**src/rtl/dotprod_sequencer_pkg.sv**
```systemverilog
// Shared definitions for the dot-product accelerator.
// Contents:
//   state_t             - sequencer state encoding (3 bits)
//   ADDR_STRIDE_DEFAULT - byte step between consecutive vector elements
//   DOTP_*              - instruction fields that select the dot-product op;
//                         the CPU control unit decodes with the same constants
//   relu_clamp()        - optional clamp of a negative result to zero
package dotprod_sequencer_pkg;

    typedef enum logic [2:0] {
        ST_IDLE   = 3'd0,
        ST_RD_A   = 3'd1,
        ST_WAIT_A = 3'd2,
        ST_RD_B   = 3'd3,
        ST_WAIT_B = 3'd4,
        ST_DONE   = 3'd5
    } state_t;

    localparam int ADDR_STRIDE_DEFAULT = 4;

    // custom-0 major opcode with a dedicated funct3/funct7 pair
    localparam logic [6:0] DOTP_OPCODE = 7'b0001011;
    localparam logic [2:0] DOTP_FUNCT3 = 3'b001;
    localparam logic [6:0] DOTP_FUNCT7 = 7'b0000101;

    function automatic logic [31:0] relu_clamp(input logic [31:0] value, input logic enable);
        return (enable && value[31]) ? 32'h0 : value;
    endfunction

endpackage

```
**src/rtl/dotprod_sequencer_mac.sv**
```systemverilog
// dp_mac: 32x32 signed multiply-accumulate.
// Ports:
//   clk, reset_n - clock, synchronous active-low reset
//   clr          - zero the accumulator (wins over en)
//   en           - add a*b into the accumulator
//   a, b         - signed operands
//   acc          - registered accumulator value
module dp_mac (
    input  logic        clk,
    input  logic        reset_n,
    input  logic        clr,
    input  logic        en,
    input  logic [31:0] a,
    input  logic [31:0] b,
    output logic [31:0] acc
);

    logic [31:0] product;
    logic [31:0] acc_reg;

    // The low 32 bits of a two's-complement product do not depend on
    // signedness, so a 32-bit wide multiply gives the truncated signed result.
    assign product = a * b;

    always_ff @(posedge clk) begin
        if (!reset_n) begin
            acc_reg <= 32'h0;
        end else if (clr) begin
            acc_reg <= 32'h0;
        end else if (en) begin
            acc_reg <= acc_reg + product;
        end
    end

    assign acc = acc_reg;

endmodule

```
**src/rtl/dotprod_sequencer.sv**
```systemverilog
// dotprod_sequencer: walks two word vectors in data memory, one read at a
// time over a request/grant port, and accumulates the element products.
// Ports:
//   clk, reset_n       - clock, synchronous active-low reset
//   start, base_a, base_b, len, relu_en - command, sampled only in IDLE
//   abort              - cancel a running operation (no done, result kept)
//   busy, stall        - not-idle flag; CPU hold (start | busy)
//   done, result       - one-cycle completion pulse and the 32-bit result
//   mem_req/mem_addr/mem_gnt/mem_rvalid/mem_rdata - shared read port
module dotprod_sequencer
    import dotprod_sequencer_pkg::*;
#(
    parameter int LEN_W       = 16,
    parameter int ADDR_STRIDE = ADDR_STRIDE_DEFAULT
) (
    input  logic             clk,
    input  logic             reset_n,
    input  logic             start,
    input  logic [31:0]      base_a,
    input  logic [31:0]      base_b,
    input  logic [LEN_W-1:0] len,
    input  logic             relu_en,
    input  logic             abort,
    output logic             busy,
    output logic             stall,
    output logic             done,
    output logic [31:0]      result,
    output logic             mem_req,
    output logic [31:0]      mem_addr,
    input  logic             mem_gnt,
    input  logic             mem_rvalid,
    input  logic [31:0]      mem_rdata
);

    state_t           state_reg, state_next;
    logic [31:0]      ptr_a_reg, ptr_b_reg;
    logic [31:0]      op_a_reg;
    logic [31:0]      result_reg;
    logic [LEN_W-1:0] remaining_reg;
    logic             relu_reg;

    logic             mac_clr, mac_en;
    logic             last_elem;
    logic [31:0]      acc;
    logic [31:0]      clamped;

    assign last_elem = (remaining_reg == LEN_W'(1));
    assign clamped   = relu_clamp(acc, relu_reg);

    always_comb begin
        state_next = state_reg;
        busy       = 1'b1;
        mem_req    = 1'b0;
        mem_addr   = 32'h0;
        done       = 1'b0;
        mac_clr    = 1'b0;
        mac_en     = 1'b0;
        unique case (state_reg)
            ST_IDLE: begin
                busy = 1'b0;
                if (start) begin
                    mac_clr    = 1'b1;
                    state_next = (len == '0) ? ST_DONE : ST_RD_A;
                end
            end
            ST_RD_A: begin
                mem_req  = 1'b1;
                mem_addr = ptr_a_reg;
                if (mem_gnt) state_next = ST_WAIT_A;
            end
            ST_WAIT_A: begin
                if (mem_rvalid) state_next = ST_RD_B;
            end
            ST_RD_B: begin
                mem_req  = 1'b1;
                mem_addr = ptr_b_reg;
                if (mem_gnt) state_next = ST_WAIT_B;
            end
            ST_WAIT_B: begin
                if (mem_rvalid) begin
                    mac_en     = 1'b1;
                    state_next = last_elem ? ST_DONE : ST_RD_A;
                end
            end
            ST_DONE: begin
                done       = 1'b1;
                state_next = ST_IDLE;
            end
            default: state_next = ST_IDLE;
        endcase
        // Abort only redirects the next state; the request stays stable for
        // this cycle so the arbiter never sees it vanish mid-cycle. A read
        // granted now returns while idle and is dropped there.
        if (abort && state_reg != ST_IDLE) begin
            state_next = ST_IDLE;
            done       = 1'b0;
        end
    end

    always_ff @(posedge clk) begin
        if (!reset_n) begin
            state_reg     <= ST_IDLE;
            ptr_a_reg     <= 32'h0;
            ptr_b_reg     <= 32'h0;
            op_a_reg      <= 32'h0;
            result_reg    <= 32'h0;
            remaining_reg <= '0;
            relu_reg      <= 1'b0;
        end else begin
            state_reg <= state_next;
            if (state_reg == ST_IDLE && start) begin
                ptr_a_reg     <= base_a;
                ptr_b_reg     <= base_b;
                remaining_reg <= len;
                relu_reg      <= relu_en;
            end
            if (state_reg == ST_WAIT_A && mem_rvalid) begin
                op_a_reg <= mem_rdata;
            end
            if (mac_en) begin
                ptr_a_reg     <= ptr_a_reg + 32'(ADDR_STRIDE);
                ptr_b_reg     <= ptr_b_reg + 32'(ADDR_STRIDE);
                remaining_reg <= remaining_reg - LEN_W'(1);
            end
            if (done) begin
                result_reg <= clamped;
            end
        end
    end

    dp_mac u_mac (
        .clk     (clk),
        .reset_n (reset_n),
        .clr     (mac_clr),
        .en      (mac_en),
        .a       (op_a_reg),
        .b       (mem_rdata),
        .acc     (acc)
    );

    // The new value is presented during the done pulse itself and held after.
    assign result = done ? clamped : result_reg;
    assign stall  = start | busy;

endmodule

```
**config.mk**
```make
export PLATFORM = sky130hd
export DESIGN_NAME = dotprod_sequencer
export DESIGN_NICKNAME = d
export VERILOG_FILES = /design/src/rtl/dotprod_sequencer_pkg.sv /design/src/rtl/dotprod_sequencer_mac.sv /design/src/rtl/dotprod_sequencer.sv
export SDC_FILE = /design/constraint.sdc
export NUM_CORES = 2
export LEC_CHECK = 0
export BUFFER_PORTS_ARGS = -buffer_cell sky130_fd_sc_hd__buf_2
export CORE_MARGIN = 8
export CORE_UTILIZATION = 40
export CTS_BUF_LIST = sky130_fd_sc_hd__clkbuf_4
export CTS_CLUSTER_DIAMETER = 200
export DETAILED_ROUTE_END_ITERATION = 8
export PLACE_DENSITY = 0.56
export RECOVER_POWER = 50
export SLEW_MARGIN = 20
export SYNTH_ARGS = -nofsm -noshare
export SYNTH_HDL_FRONTEND = slang
export SYNTH_SLANG_ARGS = --single-unit
```
**constraint.sdc**
```tcl
create_clock -name clk -period 8.8 [get_ports clk]
set_input_delay 0.44 -clock clk [delete_from_list [all_inputs] [get_ports clk]]
set_output_delay 0.44 -clock clk [all_outputs]
set_load 0.02 [all_outputs]
```
# Yosys cells after proc, flatten, opt, wreduce, memory -nomap -nowiden
# Cells that the tools add are included.
dict set report totals {
  latch_bits 0
  romBits 0
  output_inout_bits 68
  ram_bits 0
  reg_bits 180
  n_memories 0
  in_bits 119
}
dict set report op_classes {
  mul 1
  magnitude_cmp 0
  n_shift 0
  muxes 25
  n_eq_ne 11
  addsub 4
  div_mod_pow 0
  n_reduce_logical 12
  n_bitwise 2
}
# op count
set op_table {}
lappend op_table {{32-bit 2-to-1 mux} 6}
lappend op_table {{32-bit by 3-bit adder with 32-bit output (second input constant)} 2}
lappend op_table {{32-bit case mux with 2 select lines} 1}
lappend op_table {{32-bit adder} 1}
lappend op_table {{32-bit by 32-bit multiplier with 32-bit output} 1}
lappend op_table {{16-bit 2-to-1 mux} 2}
lappend op_table {{3-bit 2-to-1 mux} 7}
lappend op_table {{16-bit by 1-bit == test with 1-bit output (second input constant)} 1}
lappend op_table {{16-bit zero test} 1}
lappend op_table {{16-bit by 1-bit subtractor with 16-bit output (second input constant)} 1}
lappend op_table {{3-bit case mux with 5 select lines} 1}
lappend op_table {{2-bit != test (second input constant)} 5}
lappend op_table {{1-bit 2-to-1 mux} 8}
lappend op_table {{3-bit by 2-bit == test with 1-bit output (second input constant)} 2}
lappend op_table {{3-bit == test (second input constant)} 2}
lappend op_table {{2-bit OR reduction} 3}
lappend op_table {{5-bit AND reduction} 1}
lappend op_table {{1-bit logical AND} 4}
lappend op_table {{3-bit by 1-bit == test with 1-bit output (second input constant)} 1}
lappend op_table {{3-bit zero test} 1}
lappend op_table {{3-bit nonzero test} 1}
lappend op_table {{2-bit nonzero test} 1}
lappend op_table {{1-bit inverter} 1}
lappend op_table {{1-bit bitwise OR} 1}

# Longest topological paths before layout
dict set report depth {
  word_depth 4
  depth_mapped 31
  ltp_nobuf 28
}

# Modules after synthesis
# From an unflattened synthesis, not the netlist that was laid out.
dict set report unflattened {
  hier_cells 2963
  hier_area_um2 25593.3
}
# module area_each_um2 cells_each n_inst
set modules_own_cells {}
lappend modules_own_cells {dp_mac 18037.3 1965 1}
lappend modules_own_cells {dotprod_sequencer 7556.0 998 1}

# Least setup slack after synthesis
# OpenSTA, ideal clock, no wires.
dict set report synth_timing {
  path_type {input -> register}
  start {in mem_rdata[4]}
  end {reg u_mac.acc_reg[30] (netlist: u_mac.acc[30])}
  setup_slack_ns 1.824
  stages 26
  path_buffers 2
  arrival_time_ns 6.906
  setup_time_ns 0.070
  t_required_ns 8.730
  path_cell_list {clkbuf_1 > clkbuf_1 > and2_1 > fa_1 > fa_1 > fa_1 > inv_1 > fa_1 > inv_1 > fa_1 > fa_1 > fa_1 > inv_1 > fa_1 > inv_1 > ha_1 > a21o_1 > a21o_1 > a21o_1 > a211o_1 > a21oi_1 > o22ai_1 > a21boi_0 > xnor2_1 > nand2_1 > a21oi_1}
}
dict set report synth_between {
  elab_chain_cells 2
}
# element line_no
set synth_rtl {}
lappend synth_rtl {{from (decl)} dotprod_sequencer.sv:32} ;# input logic [31:0] mem_rdata
lappend synth_rtl {{32-bit by 32-bit multiplier with 32-bit output} dotprod_sequencer_mac.sv:23} ;# assign product = a * b;
lappend synth_rtl {{32-bit adder} dotprod_sequencer_mac.sv:31} ;# acc_reg <= acc_reg + product;
lappend synth_rtl {{to (signal assigned)} dotprod_sequencer_mac.sv:31}
lappend synth_rtl {{to (decl)} dotprod_sequencer_mac.sv:19} ;# logic [31:0] acc_reg;
# Every way passes these cells.
# A chain may end at the register's enable or synchronous reset.

# Worst setup path after layout
dict set report layout_timing {
  start {reg op_a_reg[11]}
  end {reg u_mac.acc_reg[29] (netlist: u_mac.acc[29])}
}
dict set report layout_between {
  elab_chain_cells 2
}
# element line_no
set layout_rtl {}
lappend layout_rtl {{from (decl)} dotprod_sequencer.sv:37} ;# logic [31:0] op_a_reg;
lappend layout_rtl {{from (signal assigned)} dotprod_sequencer.sv:118} ;# op_a_reg <= mem_rdata;
lappend layout_rtl {{32-bit by 32-bit multiplier with 32-bit output} dotprod_sequencer_mac.sv:23}
lappend layout_rtl {{32-bit adder} dotprod_sequencer_mac.sv:31}
# Every way passes these cells.

==> reports/qor.yml <==
maxSlewViolCount: 225
via_count: 21000
fillers: 6244
io_pins: 187
rows: 92
crit_path_frequent_cell: "fa_1"
syn-num-nets: 3729
path_class: "flip-flop to flip-flop"
grt_max_degree: 88
critPathBufInv: 6
cp_slowest_stage_delay_ns: 1.01
max_freq_mhz: 129
max_cap_violations: 5
skew_ns: 0.0483
placed_area_um2: 27200
synth_area_um2: 25600
setup_viol: 0
cts_buffers: 17
timing.final.ws_setup_ns: 1.07
rr_endpoint: "u_mac.acc[29]"
status: "finished, violations left"
dp_slack_ns: 1.15
violations: "capacitance limit, slew limit"
hold_viol: 0
place_inst: 3929
nNetsFinal: 3887
vias_per_cell: 5.17
synth_edf_count: 0
reg2reg_slack_ns: 1.07
antenna_left: 0
ys_warn_count: 0
syn_inst: 3044
worstPathMaxFanout: 22
cts.sinks: 180
tightestPinTransition_ns: 3.91
synthTopCellsByArea: "fa_1 (34%), dfxtp_1 (14%), and2_1 (8.7%), inv_1 (7.5%), nand2_1 (7.0%)"
final_cells: 4066
cts_buffer_depth: 2
yosysTopAreaCell: "fa_1"
netlist.area_leader.share_pct: 34.3
synth-seq-area-share_pct: 14.1
holdPathEnd: "op_a_reg[13]"
hpwl_um: 59800
slew_headroom_pct: -161
track_usage_pct: 22.0
synthDistinctLibCells: 60
synth-main-ff-cell: "dfxtp_1"
drt-pass1-iter-count: 5
wire_per_inst_um: 19.1
rsz0062_at_grt: "no"
fp.dieW_um: 269
root_buffer: "clkbuf_4"
drc_errors: 0
crit_slowest_cell: "dfxtp_1"
coreArea_um2: 63200
grt_pass1_wl_um: 124000
async_flop_share_pct: 0
finalCritPeriodShare_pct: 87.8
clk_latency_ns: 0.80
fin_area_um2: 28400
leakage_nw: 13.1
die_area_um2: 72300
initial_core_util_pct: 40.5
port_buffers: 186
power_mw: 1.90
grt_pass1_vias: 22300
power_density_nw_per_um2: 66.7
area.growth.synth_to_final_pct: 11.1
peakVddDrop_v: 0.000140
ys_seq_elements: 180
reg2reg_depth: 24
cp.required_ns: 9.40
crit_chain: "and2_1 > fa_1 > fa_1 > fa_1 > inv_1 > fa_1 > inv_1 > fa_1 > inv_1 > fa_1 > inv_1 > fa_1 > inv_1 > fa_1 > inv_1 > ha_1 > nor2_1 > a21oi_1 > nand2b_1 > o21ai_0 > a221oi_1 > o21ai_0 > xnor2_1 > o22ai_1"
fin_tns_setup_ns: 0
holdPathStages: 3
die_y_um: 269
hp-class: "primary input to flip-flop"
syn_area_per_cell_um2: 8.41
grt_overflow_total: 0
clkTransAtPathRegs_ns: 0.21
fin_crit_ns: 7.73
cp.arrival_ns: 8.32
reg2reg_from: "op_a_reg[11]"
routabilityCongestion: 0.892
drtIter0Drc: 1476
worstSetupEndpointType: "flip-flop"
hold_start: "mem_rdata[13]"
drt_wl_total_um: 77600
cts_htree_levels: 4
cp_top_family: "adder cells"
cp-start-kind: "flip-flop"
cts_tree: "built"
antenna_found_initial: 7
drive_gt1_share_pct: 7.00
layout by cell type, fill, tap and decap left out, drive strengths merged, types with 7 or more instances in the layout:
master       instances
o21ai               73
nand3               68
and3                15
a31oi               13
a21o                16
nand2b               7
nand2              479
a221oi              22
a21boi              75
ha                 128
xor2                24
nor4                17
and4                 7
buf                179
dfxtp              180
inv                516
nor2b               36
fa                 438
xnor2               70
nor2                97
a21oi               91
clkbuf              57
o22ai                7
a22oi               20
nor3                18
and2               357
nand4                7
nor3b                8
dlygate4sd3        100
mux2i               35
layer usage:
layer / GRT usage [%] / part of all wire (%) / vias to the layer above
li1: - / - / 9641
met1: 27.9 / 43 / 10600
met2: 37.4 / 49 / 639
met3: 4.40 / 5.6 / 128
met4: 7.01 / 2.8 / 4
met5: 0 / 0.035 / -
how the worst max path moves through the flow:
stage | start | to | slack, ns | cells after the start
final | op_a_reg[11] | u_mac.acc[29] | 1.07 | 24
after CTS | op_a_reg[2] | u_mac.acc[23] | 1.16 | 25
after floorplan | mem_rdata[4] | u_mac.acc[30] | 1.82 | 26
after global routing | op_a_reg[11] | u_mac.acc[29] | 0.64 | 24
after detailed placement | mem_rdata[0] | u_mac.acc[23] | 1.15 | 26
after global placement | mem_rdata[0] | u_mac.acc[23] | 1.22 | 26
metrics by stage:
step                hold WS, ns  utilization [%]
floorplan                 0.443                -
global placement          0.454             43.0
detailed placement        0.460             43.0
CTS                     0.00386             45.1
global route             0.0828             45.0
finish                    0.137             45.0
logic make-up (layout without fill, tap and decap cells):
| family | after synthesis | in the layout | share of synthesized area (%) |
|---|---|---|---|
| and+or+nand+nor | 1126 | 1126 | 21.9 |
| buffers and inverters | 692 | 862 | 10.2 |
| DFF | 180 | 180 | 14.1 |
| muxes | 35 | 35 | 1.37 |
| xor gates and xnor gates | 94 | 94 | 3.22 |
| adders and majority gates | 566 | 566 | 40.5 |
| other | 0 | 6 | 0 |
| AOI/OAI and AO/OA | 351 | 351 | 8.82 |
synth_stat cells (18+ instances only):
cell / number
nand2_1: 479
a22oi_1: 20
xor2_1: 24
dfxtp_1: 180
a21oi_1: 91
ha_1: 128
nand3_1: 67
a21boi_0: 75
clkbuf_1: 161
inv_1: 512
and2_1: 356
fa_1: 438
xnor2_1: 70
nor2b_1: 36
mux2i_1: 35
o21ai_0: 72
nor2_1: 97
buf_1: 18
nor3_1: 18
a221oi_1: 22
final cells by class:
cell class | count | area [um^2] | share of cell area (%)
antenna | 6 | 15.0 | 0.0528
clock buffer | 17 | 128 | 0.449
clock inverter | 14 | 176 | 0.621
inverter | 512 | 1920 | 6.76
multi-input combinational | 2172 | 19400 | 68.3
sequential | 180 | 3610 | 12.7
tap | 846 | 1060 | 3.72
timing repair buffer | 319 | 2120 | 7.45
report_power, final:
part / internal [mW] / total (mW) / switching [mW]
Clock: 0.200 / 0.571 / 0.371
Combinational: 0.177 / 0.441 / 0.265
Sequential: 0.843 / 0.884 / 0.0408
worst register-to-register path, stage by stage (launching register included):
cell      delay [ns]
dfxtp_1         1.01
and2_1          0.26
fa_1            0.44
fa_1            0.50
fa_1            0.53
inv_1           0.06
fa_1            0.47
inv_1           0.06
fa_1            0.49
inv_1           0.05
fa_1            0.52
inv_1           0.05
fa_1            0.48
inv_1           0.06
fa_1            0.48
inv_1           0.04
ha_1            0.38
nor2_1          0.08
a21oi_1         0.18
nand2b_1        0.07
o21ai_0         0.57
a221oi_1        0.24
o21ai_0         0.27
xnor2_1         0.15
o22ai_1         0.09
repair_timing:
| action | 4_1_cts | 5_1_grt |
|---|---|---|
| hold buffers | 100 | 0 |
| endpoints found under the hold margin | 99 | 0 |
| setup buffers | 0 | 0 |
| gates resized for setup | 0 | 0 |
No activity file was read; power rests on OpenSTA's default activity.
